`src/rtl/afc_freq_comparator.sv`:
```
// afc_freq_comparator: counts divclk edges per refclk window and flags high/low/lock; optional ARM timeout via AFC_CMP_TIMEOUT_EN
module afc_freq_comparator #(
  parameter int CNT_W       = 12,
  parameter int TARGET      = 100,
  parameter int TOL         = 2,
  parameter int TIMEOUT_CYC = 1024
) (
  input  logic             clk,
  input  logic             rst,
  input  logic             afctrigger,
  input  logic             refclk,
  input  logic             divclk,
  output logic [CNT_W-1:0] count_out,
  output logic             freq_high,
  output logic             freq_low,
  output logic             freq_lock,
  output logic             meas_done,
  output logic             busy,
  output logic             timeout
);
  typedef enum logic [2:0] {IDLE, ARM, COUNT, COMPARE, DONE} state_t;
  localparam logic [CNT_W:0] HI_LIM = (CNT_W+1)'(TARGET + TOL);
  localparam logic [CNT_W:0] LO_LIM = (CNT_W+1)'(TARGET > TOL ? TARGET - TOL : 0);
  state_t state, state_d;
  logic div_s1, div_s2, div_s3, ref_q;
  logic div_rise, ref_rise, ref_fall, is_high, is_low;
  logic [CNT_W-1:0] cnt;
  logic ovf;
  assign div_rise  = div_s2 & ~div_s3;
  assign ref_rise  = refclk & ~ref_q;
  assign ref_fall  = ~refclk & ref_q;
  assign is_high   = ovf || ({1'b0, cnt} > HI_LIM);
  assign is_low    = !is_high && ({1'b0, cnt} < LO_LIM);
  assign meas_done = state == DONE;
  assign busy      = state != IDLE;
  // divclk synchronizer plus edge-detect stage, and refclk edge register
  always_ff @(posedge clk or posedge rst)
    if (rst) {div_s3, div_s2, div_s1, ref_q} <= '0;
    else {div_s3, div_s2, div_s1, ref_q} <= {div_s2, div_s1, divclk, refclk};
  // state register
  always_ff @(posedge clk or posedge rst)
    if (rst) state <= IDLE;
    else state <= state_d;
  // saturating window edge counter, only live while a window is open
  always_ff @(posedge clk or posedge rst)
    if (rst) {cnt, ovf} <= '0;
    else if (state != COUNT) {cnt, ovf} <= '0;
    else if (div_rise) begin
      if (&cnt) ovf <= 1'b1;
      else cnt <= cnt + 1'b1;
    end
  // capture the window result; held until the next comparison
  always_ff @(posedge clk or posedge rst)
    if (rst) {count_out, freq_high, freq_low, freq_lock} <= '0;
    else if (state == COMPARE) {count_out, freq_high, freq_low, freq_lock} <= {cnt, is_high, is_low, !is_high && !is_low};
`ifdef AFC_CMP_TIMEOUT_EN
  localparam int AW = $clog2(TIMEOUT_CYC + 1);
  logic [AW-1:0] arm_cnt;
  // cycles spent waiting in ARM; restarts on every ARM entry
  always_ff @(posedge clk or posedge rst)
    if (rst) arm_cnt <= '0;
    else arm_cnt <= (state == ARM) ? arm_cnt + 1'b1 : '0;
`else
  assign timeout = (TIMEOUT_CYC < 0);
`endif
  // next-state logic; dropping afctrigger aborts any pending measurement
  always_comb begin
    state_d = state;
    case (state)
      IDLE:    state_d = afctrigger ? ARM : IDLE;
      ARM:     state_d = !afctrigger ? IDLE : ref_rise ? COUNT : ARM;
      COUNT:   state_d = !afctrigger ? IDLE : ref_fall ? COMPARE : COUNT;
      COMPARE: state_d = DONE;
      DONE:    state_d = afctrigger ? ARM : IDLE;
      default: state_d = IDLE;
    endcase
`ifdef AFC_CMP_TIMEOUT_EN
    timeout = (state == ARM) && afctrigger && !ref_rise && (arm_cnt == AW'(TIMEOUT_CYC - 1));
    state_d = timeout ? IDLE : state_d;
`endif
  end
endmodule

```
`config.mk`:
```
export PLATFORM = sky130hd
export DESIGN_NAME = afc_freq_comparator
export DESIGN_NICKNAME = d
export VERILOG_FILES = /design/src/rtl/afc_freq_comparator.sv
export SDC_FILE = /design/constraint.sdc
export NUM_CORES = 1
export LEC_CHECK = 0
export ABC_AREA = 1
export BUFFER_PORTS_ARGS = -buffer_cell sky130_fd_sc_hd__buf_2
export CORE_UTILIZATION = 51
export CTS_CLUSTER_SIZE = 16
export DETAILED_ROUTE_END_ITERATION = 10
export GPL_TIMING_DRIVEN = 0
export PLACE_DENSITY_LB_ADDON = 0.25
export SLEW_MARGIN = 20
export SYNTH_ARGS = -nofsm -noshare
export SYNTH_HDL_FRONTEND = slang
export SYNTH_SLANG_ARGS = --single-unit
```
`constraint.sdc`:
```
create_clock -name clk -period 1.45 [get_ports clk]
set_clock_uncertainty 0.05 [all_clocks]
set_input_delay 0.145 -clock clk [delete_from_list [all_inputs] [get_ports clk]]
set_output_delay 0.145 -clock clk [all_outputs]
set_load 0.02 [all_outputs]
```
== Word-level counts from Yosys, hierarchy flattened ==
Index checks and enable logic that the tools add are counted.
Operators by class
  $add $sub $neg: 1
  order comparisons: 2
  eq/ne operators: 6
  multiplexer cells: 12
  bitwise logic cells: 6
  reductions and logical operators: 13
Operators by type and width (number)
  2-to-1 mux 12 bit: 3
  adder 12 x 1 -> 12 bit, second input constant: 1
  greater-than comparator 12 x 7 -> 1 bit, second input constant: 1
  less-than comparator 12 x 7 -> 1 bit, second input constant: 1
  one-hot mux 3 bit (4 select lines): 1
  AND reduction 12 bit: 1
  == test 3 x 2 -> 1 bit, second input constant: 2
  2-to-1 mux 2 bit: 3
  2-to-1 mux 1 bit: 5
  AND reduction 2 bit: 2
  nonzero test 2 bit: 2
  AND 1 bit: 3
  == test 3 x 1 -> 1 bit, second input constant: 1
  == test 3 bit, second input constant: 1
  logical NOT 3 bit: 1
  != test 3 x 2 -> 1 bit, second input constant: 1
  NOT 1 bit: 3
  nonzero test 3 bit: 1
  logical AND 1 bit: 2
  logical NOT 1 bit: 2
  != test 2 bit, second input constant: 1
  OR reduction 2 bit: 1
  logical OR 1 bit: 1
Word-level totals
  bits in registers: 35
  input port bits: 5

== Longest topological paths before layout ==
Gate-level depths: netlist (run 1).
  word-level depth: 6
  mapped depth: 9
  gate-level depth less buffers: 9

== Worst setup path before layout (run 1) ==
Ideal clock, no wire load.
  path kind: reg-to-reg
  from: register cnt[0]
  to: register cnt[3]
  setup time: 118 ps
  arrival: 1238 ps
  data required time: 1282 ps
  slack: 44 ps
  stages on the path, launching flop included: 10
  buffers on the path: 0
  cell sequence: dfrtp_1 ha_1 nand2_1 nor2_2 nand3_1 nand2_2 nand2_4 clkinv_4 nand2_1 nand2_1
Between the ends
  cells in the longest elaborated chain, start to end: 4
Ends and longest elaborated chain
  from (decl): line 27  | logic [CNT_W-1:0] cnt;
  from (signal assigned): line 50  | else cnt <= cnt + 1'b1;
  adder 12 x 1 -> 12 bit: line 50
  2-to-1 mux 12 bit: line 49  | if (&cnt) ovf <= 1'b1;
  2-to-1 mux 12 bit: line 48  | else if (div_rise) begin
  2-to-1 mux 12 bit: line 47  | else if (state != COUNT) {cnt, ovf} <= '0;
Several ways; a longest one is shown, not always the timed one. The select of a mux whose other input is x is not followed.
A chain may end at the register's enable or synchronous reset.

== Final worst setup path (run 1) ==
  from: register cnt[1]
  to: register cnt[10]
Same word-level chain as after synthesis.

==> flow_summary.ini, run 1 <==
[setup_path]
worst-r2r-cell-count = 8
path_max_fanout = 10
endpoint_kind = register
startpoint_type = register
crit_required_ns = 1.63
rr_endpoint = cnt[10]
r2r_start = cnt[1]
cp-startpoint = cnt[1]
r2r_slack_ns = 0.04
cp.arrival_ns = 1.59
critPathKind = register to register

[synth]
synth-async-reset-ratio_pct = 100
ys.flop_type = dfrtp_1
ys_types = 26
ys_seq_area_share_pct = 50.9
synth_commonest_cells = 62 x nand2_1, 35 x dfrtp_1, 19 x nor2_1
syn_area_um2 = 1720
yosysWarnings = 0
synth_top_area_share_pct = 50.9
syn-mean-instance-area_um2 = 8.03
synth_seq_cells = 35
synth_edf_count = 0
yosysMostFrequentCell = nand2_1
synth_top_cell_by_area = dfrtp_1
netlist_top_cells_area = dfrtp_1 51%, nand2_1 14%, o21ai_1 4.9%
synth_nets = 221
synth_cells = 214

[grt]
grt.total_usage_pct = 22.9
grt_first_pass_wirelength_um = 5940
gr-usage-met2_pct = 34.4
gr-usage-met1_pct = 31.1
grt_overflow = 0
met3_usage_pct = 5.84
antenna_found_initial = 0
grt_max_degree = 36
grt_pass1_vias = 1327
grt.busiest_layer = met2

[layout]
nets = 259
fin_area_um2 = 2080
fillers = 255
syn_to_final_growth_pct = 20.7
drive_gt1_share_pct = 27.8
diodes = 0

[floorplanning]
core_area_um2 = 3130
io_pins = 23
fp.dieH_um = 60.1
die_area_um2 = 3610
num_rows = 20
initial_utilization_pct = 55.0
die_x_um = 60.1

[clock_tree]
clock_sinks = 35
cts_root_buf = clkbuf_4
clk_pin_slew_ns = 0.10
worst_skew_pair.late_latency_ns = 0.34
htree_levels = 2
clock_path_buffers = 2
cts_made_buffers = 5
cts_tree = built

[hold_path]
hp-class = input port to register
hold_start = afctrigger
whs_path_depth = 3
holdPathEnd = state[0]

[outcome]
status = completed

[power]
powerDensity_nw_per_um2 = 853
p_comb_share_pct = 10.8
seqPwrFrac_pct = 58.6
p_int_uw = 1300
p_clk_share_pct = 30.5
p_switching_uw = 469
p_leak_uw = 0.00103
swShare_pct = 26.5
ir_drop_mv = 0.435

[route]
drt-pass1-iter-count = 4
drt_iter0_drc = 83
route.vias.total = 1540
drcViolationCount = 0
ant_nets = 0
via_per_inst = 5.20
wl_per_cell_um = 12.7
routed_wl_um = 3760

[placed_design]
placed_area_um2 = 1880
gp_congestion = 0.863
port_buffers = 21
dp_hpwl_um = 2520

[sta]
slew_headroom_pct = 51.6
hold_viol = 0
rsz0062_at_grt = true
setup_viol_count_final = 0
timing.fmax_mhz = 710
finalCritPeriodShare_pct = 97.1
slew_violations = 0
hold_slack_ns = 0.0481
min_period_ns = 1.41
worst_pin_slew_ns = 0.725

[job]
maxCapViolCount = 0
critical path, stage by stage, from the launching register on:
cell and delay (ns):
dfrtp_1 0.42, ha_4 0.17, nand2_4 0.05, nor2_4 0.14
nand3_2 0.09, nand2_2 0.11, inv_2 0.10, nand4_1 0.11
nand2_2 0.06
per-stage QoR:
| step | utilization [%] | power, uW | setup slack [ns] | setup TNS, ns | cells |
|---|---|---|---|---|---|
| after floorplan | - | 1170 | 0.0438 | 0 | 214 |
| after global placement | 60.1 | 1230 | -0.135 | -1.47 | 279 |
| after detailed placement | 60.1 | 1230 | -0.135 | -1.51 | 279 |
| after CTS | 63.8 | 1780 | 0.0232 | 0 | 291 |
| after global routing | 66.4 | 1860 | -0.0354 | -0.139 | 296 |
| final | 66.4 | 1770 | 0.0418 | 0 | 296 |
power by group through the flow:
stage | Clock (uW) | Combinational, uW | Sequential (uW)
floorplan | 0 | 87.4 | 1090
global placement | 0 | 172 | 1050
detailed placement | 0 | 177 | 1060
CTS | 557 | 184 | 1040
global route | 604 | 214 | 1040
finish | 541 | 192 | 1040
worst max-delay path by stage:
stage	cells past startpoint	end	slack, ns
2_1_floorplan	9	cnt[3]	0.04
3_3_place_gp	9	cnt[3]	-0.13
3_5_place_dp	9	cnt[3]	-0.14
4_1_cts	3	busy	0.02
5_1_grt	8	cnt[10]	-0.04
6_report	8	cnt[10]	0.04
area by class of cell:
class,count,area [um2],area share (%)
flip-flops and latches,35,880,42.4
multi-input cells,150,769,37.1
repair buffers,31,188,9.04
inverters,24,97.6,4.70
well taps,44,55.1,2.65
clock buffers,6,51.3,2.47
plain buffers,5,30.0,1.45
clock inverters,1,5.00,0.241
layout by cell type, fill, tap and decap left out, types with 2 or more instances in the layout:
cell,synthesis,layout
inv_2,6,7
xor2_1,2,2
nand2_2,2,7
dlygate4sd3_1,0,3
dfrtp_1,35,32
dfrtp_2,0,3
buf_4,1,9
clkbuf_4,0,5
nand3_1,15,14
nand3_2,1,2
buf_2,3,23
o21ai_0,3,3
o21ai_1,17,17
nor2_2,2,3
a21oi_1,5,5
nor2_1,19,17
inv_1,17,16
nand2_1,62,56
nand4_1,13,13
nand2_4,1,2
routing by layer:
| layer | wire length, um | vias up |
|---|---|---|
| li1 | - | 772 |
| met1 | 1730 | 726 |
| met2 | 1790 | 35 |
| met3 | 164 | 7 |
| met4 | 77 | 0 |
| met5 | 0 | - |
timing repair:
item	in CTS	in global routing
cloned	0	0
hold endpoints to repair	37	0
pin swaps	0	10
gates resized for setup	3	18
endpoints found under the setup margin	12	22
setup buffers	2	5
hold buffers	3	0
kinds of logic after synthesis:
logic type | Yosys count | share of synthesized area, %
other | 1 | 0.218
xor gates and xnor gates | 2 | 1.02
and+or+nand+nor | 119 | 31.7
adders and majority gates | 2 | 1.46
AOI/OAI and AO/OA | 26 | 7.64
DFF | 35 | 50.9
buffers and inverters | 29 | 7.06
Power figures use the tool's default switching activity.
==> run 2, diff against run 1 <==
Settings changed: PLACE_DENSITY set to 0.75, PLACE_DENSITY_LB_ADDON 0.25 to not set.
==> run 2 against run 1 <==
Core utilization rose by 0.48 points. Fmax fell by 2.1%. Global-route usage rose by 0.66 points. Flip-flop and latch count did not move. Register-to-register slack got worse by 0.03 ns. Sequential power barely moved. Clock-buffer cell count rose by 1. First-iteration DRC count rose by 12%. Combinational power barely moved. Clock power rose by 13%.
==> flow_summary.ini, run 2 (synthesized netlist as in run 1, its figures left out) <==
[sta]
hold_viol = 0
rsz0062_at_grt = true
min_period_ns = 1.44
slew_violations = 0
setup_slack_ns = 0.0120
worst_pin_slew_ns = 0.700
timing.fmax_mhz = 695
finalCritPeriodShare_pct = 99.2
slew_headroom_pct = 53.3
setup_viol_count_final = 0
fin_tns_setup_ns = 0

[power]
p_clk_share_pct = 33.2
seqPwrFrac_pct = 56.5
report.power.total_uw = 1840
swShare_pct = 26.0
p_switching_uw = 479
powerDensity_nw_per_um2 = 880
p_int_uw = 1360
p_leak_uw = 0.00102
p_comb_share_pct = 10.3
ir_drop_mv = 0.642

[grt]
grt.busiest_layer = met2
gr-usage-met1_pct = 30.0
met3_usage_pct = 7.36
grt_pass1_vias = 1438
grt_overflow = 0
antenna_found_initial = 0
gr-usage-met2_pct = 36.8
grt_first_pass_wirelength_um = 6150
grt_max_degree = 36
grt.total_usage_pct = 23.5

[setup_path]
crit_chain = ha_4, nand2_2, nor2_2, nand3_1, nand2_2, inv_2, nand3_1, o21ai_1
r2r_slack_ns = 0.01
crit_required_ns = 1.63
r2r_start = cnt[1]
cp-startpoint = cnt[1]
worst-r2r-cell-count = 8
cp.arrival_ns = 1.62
endpoint_kind = register
path_max_fanout = 10
crit_path_top_delay_cell = dfrtp_1
startpoint_type = register
crit_path_end = cnt[0]
cpPeakStageDelay_ns = 0.43
rr_endpoint = cnt[0]
critPathKind = register to register

[route]
drt-pass1-iter-count = 4
routed_wl_um = 3650
via_per_inst = 5.08
drcViolationCount = 0
drt_iter0_drc = 93
ant_nets = 0
route.vias.total = 1515
wl_per_cell_um = 12.3

[clock_tree]
worst_skew_pair.late_latency_ns = 0.34
htree_levels = 2
cts_tree = built
clk_pin_slew_ns = 0.11
clock_sinks = 35
cts_root_buf = clkbuf_4
cts_made_buffers = 5
clock_path_buffers = 2

[layout]
syn_to_final_growth_pct = 21.6
final_cell_mix = 59 x nand2_1, 32 x dfrtp_1, 23 x buf_2
mostFrequentLayoutCell = nand2_1
nets = 260
drive_gt1_share_pct = 27.6
diodes = 0
fin_util_pct = 66.8
fin_area_um2 = 2090

[hold_path]
whs_path_depth = 3
hp-class = input port to register

[floorplanning]
die_x_um = 60.1
num_rows = 20
die_area_um2 = 3610
io_pins = 23
fp.dieH_um = 60.1
core_area_um2 = 3130
initial_utilization_pct = 55.0

[placed_design]
placed_area_um2 = 1880
dp_hpwl_um = 2530
port_buffers = 21
gp_congestion = 0.856
pre_cts_ws_ns = -0.165

[job]
maxCapViolCount = 0

[outcome]
status = completed
run 2: cell types whose count changed in the layout (fill, tap and decap cells not counted), sizes merged:
cell,change
clkbuf,+2
clkinvlp,+1
inv,-1
run 2: final cells by class:
type	instances	area [um2]
tap	44	55.1
buffer	5	30.0
clock inverter	1	7.51
multi-input combinational	150	763
sequential	35	880
fill	244	1040
clock buffer	7	65.1
inverter	24	95.1
timing repair buffer	32	195
run 2: worst min-delay path by stage:
stage          startpoint  endpoint
6_report       afctrigger  state[1]
5_1_grt        afctrigger  state[1]
4_1_cts        afctrigger  state[1]
3_5_place_dp       divclk    div_s1
3_3_place_gp       divclk    div_s1
2_1_floorplan      divclk    div_s1
run 2: through the flow:
stage	hold WS, ns	cells
floorplan	0.126	214
global placement	0.203	279
detailed placement	0.204	279
CTS	0.0262	292
global route	0.0457	298
finish	0.0562	298
run 2: critical path: cells and delay by family, from the launching register on:
family                   cells  cell delay [ns]
adder cells (fa/ha/maj)      1             0.18
AO/OA/AOI/OAI                1             0.06
flip-flops                   1             0.43
buffers and inverters        1             0.11
AND/OR/NAND/NOR              5             0.50
run 2: routing by layer:
layer / routed length, um / up-vias / part of all wire, %
li1: - / 771 / -
met1: 1760 / 699 / 48
met2: 1650 / 33 / 45
met3: 146 / 12 / 4.0
met4: 92 / 0 / 2.5
met5: 0 / - / 0
run 2: power groups by stage:
stage	Combinational (uW)	Sequential (uW)	Clock, uW
6_report	189	1040	611
4_1_cts	183	1040	624
5_1_grt	214	1040	666
3_5_place_dp	176	1050	0
2_1_floorplan	87.4	1090	0
3_3_place_gp	172	1050	0
run 2: timing repair:
action,4_1_cts,5_1_grt
hold buffers,3,0
setup buffers,2,6
resized for setup,3,14
endpoints found under the hold margin,37,0
setup endpoints to repair,12,26
pin swaps,0,10
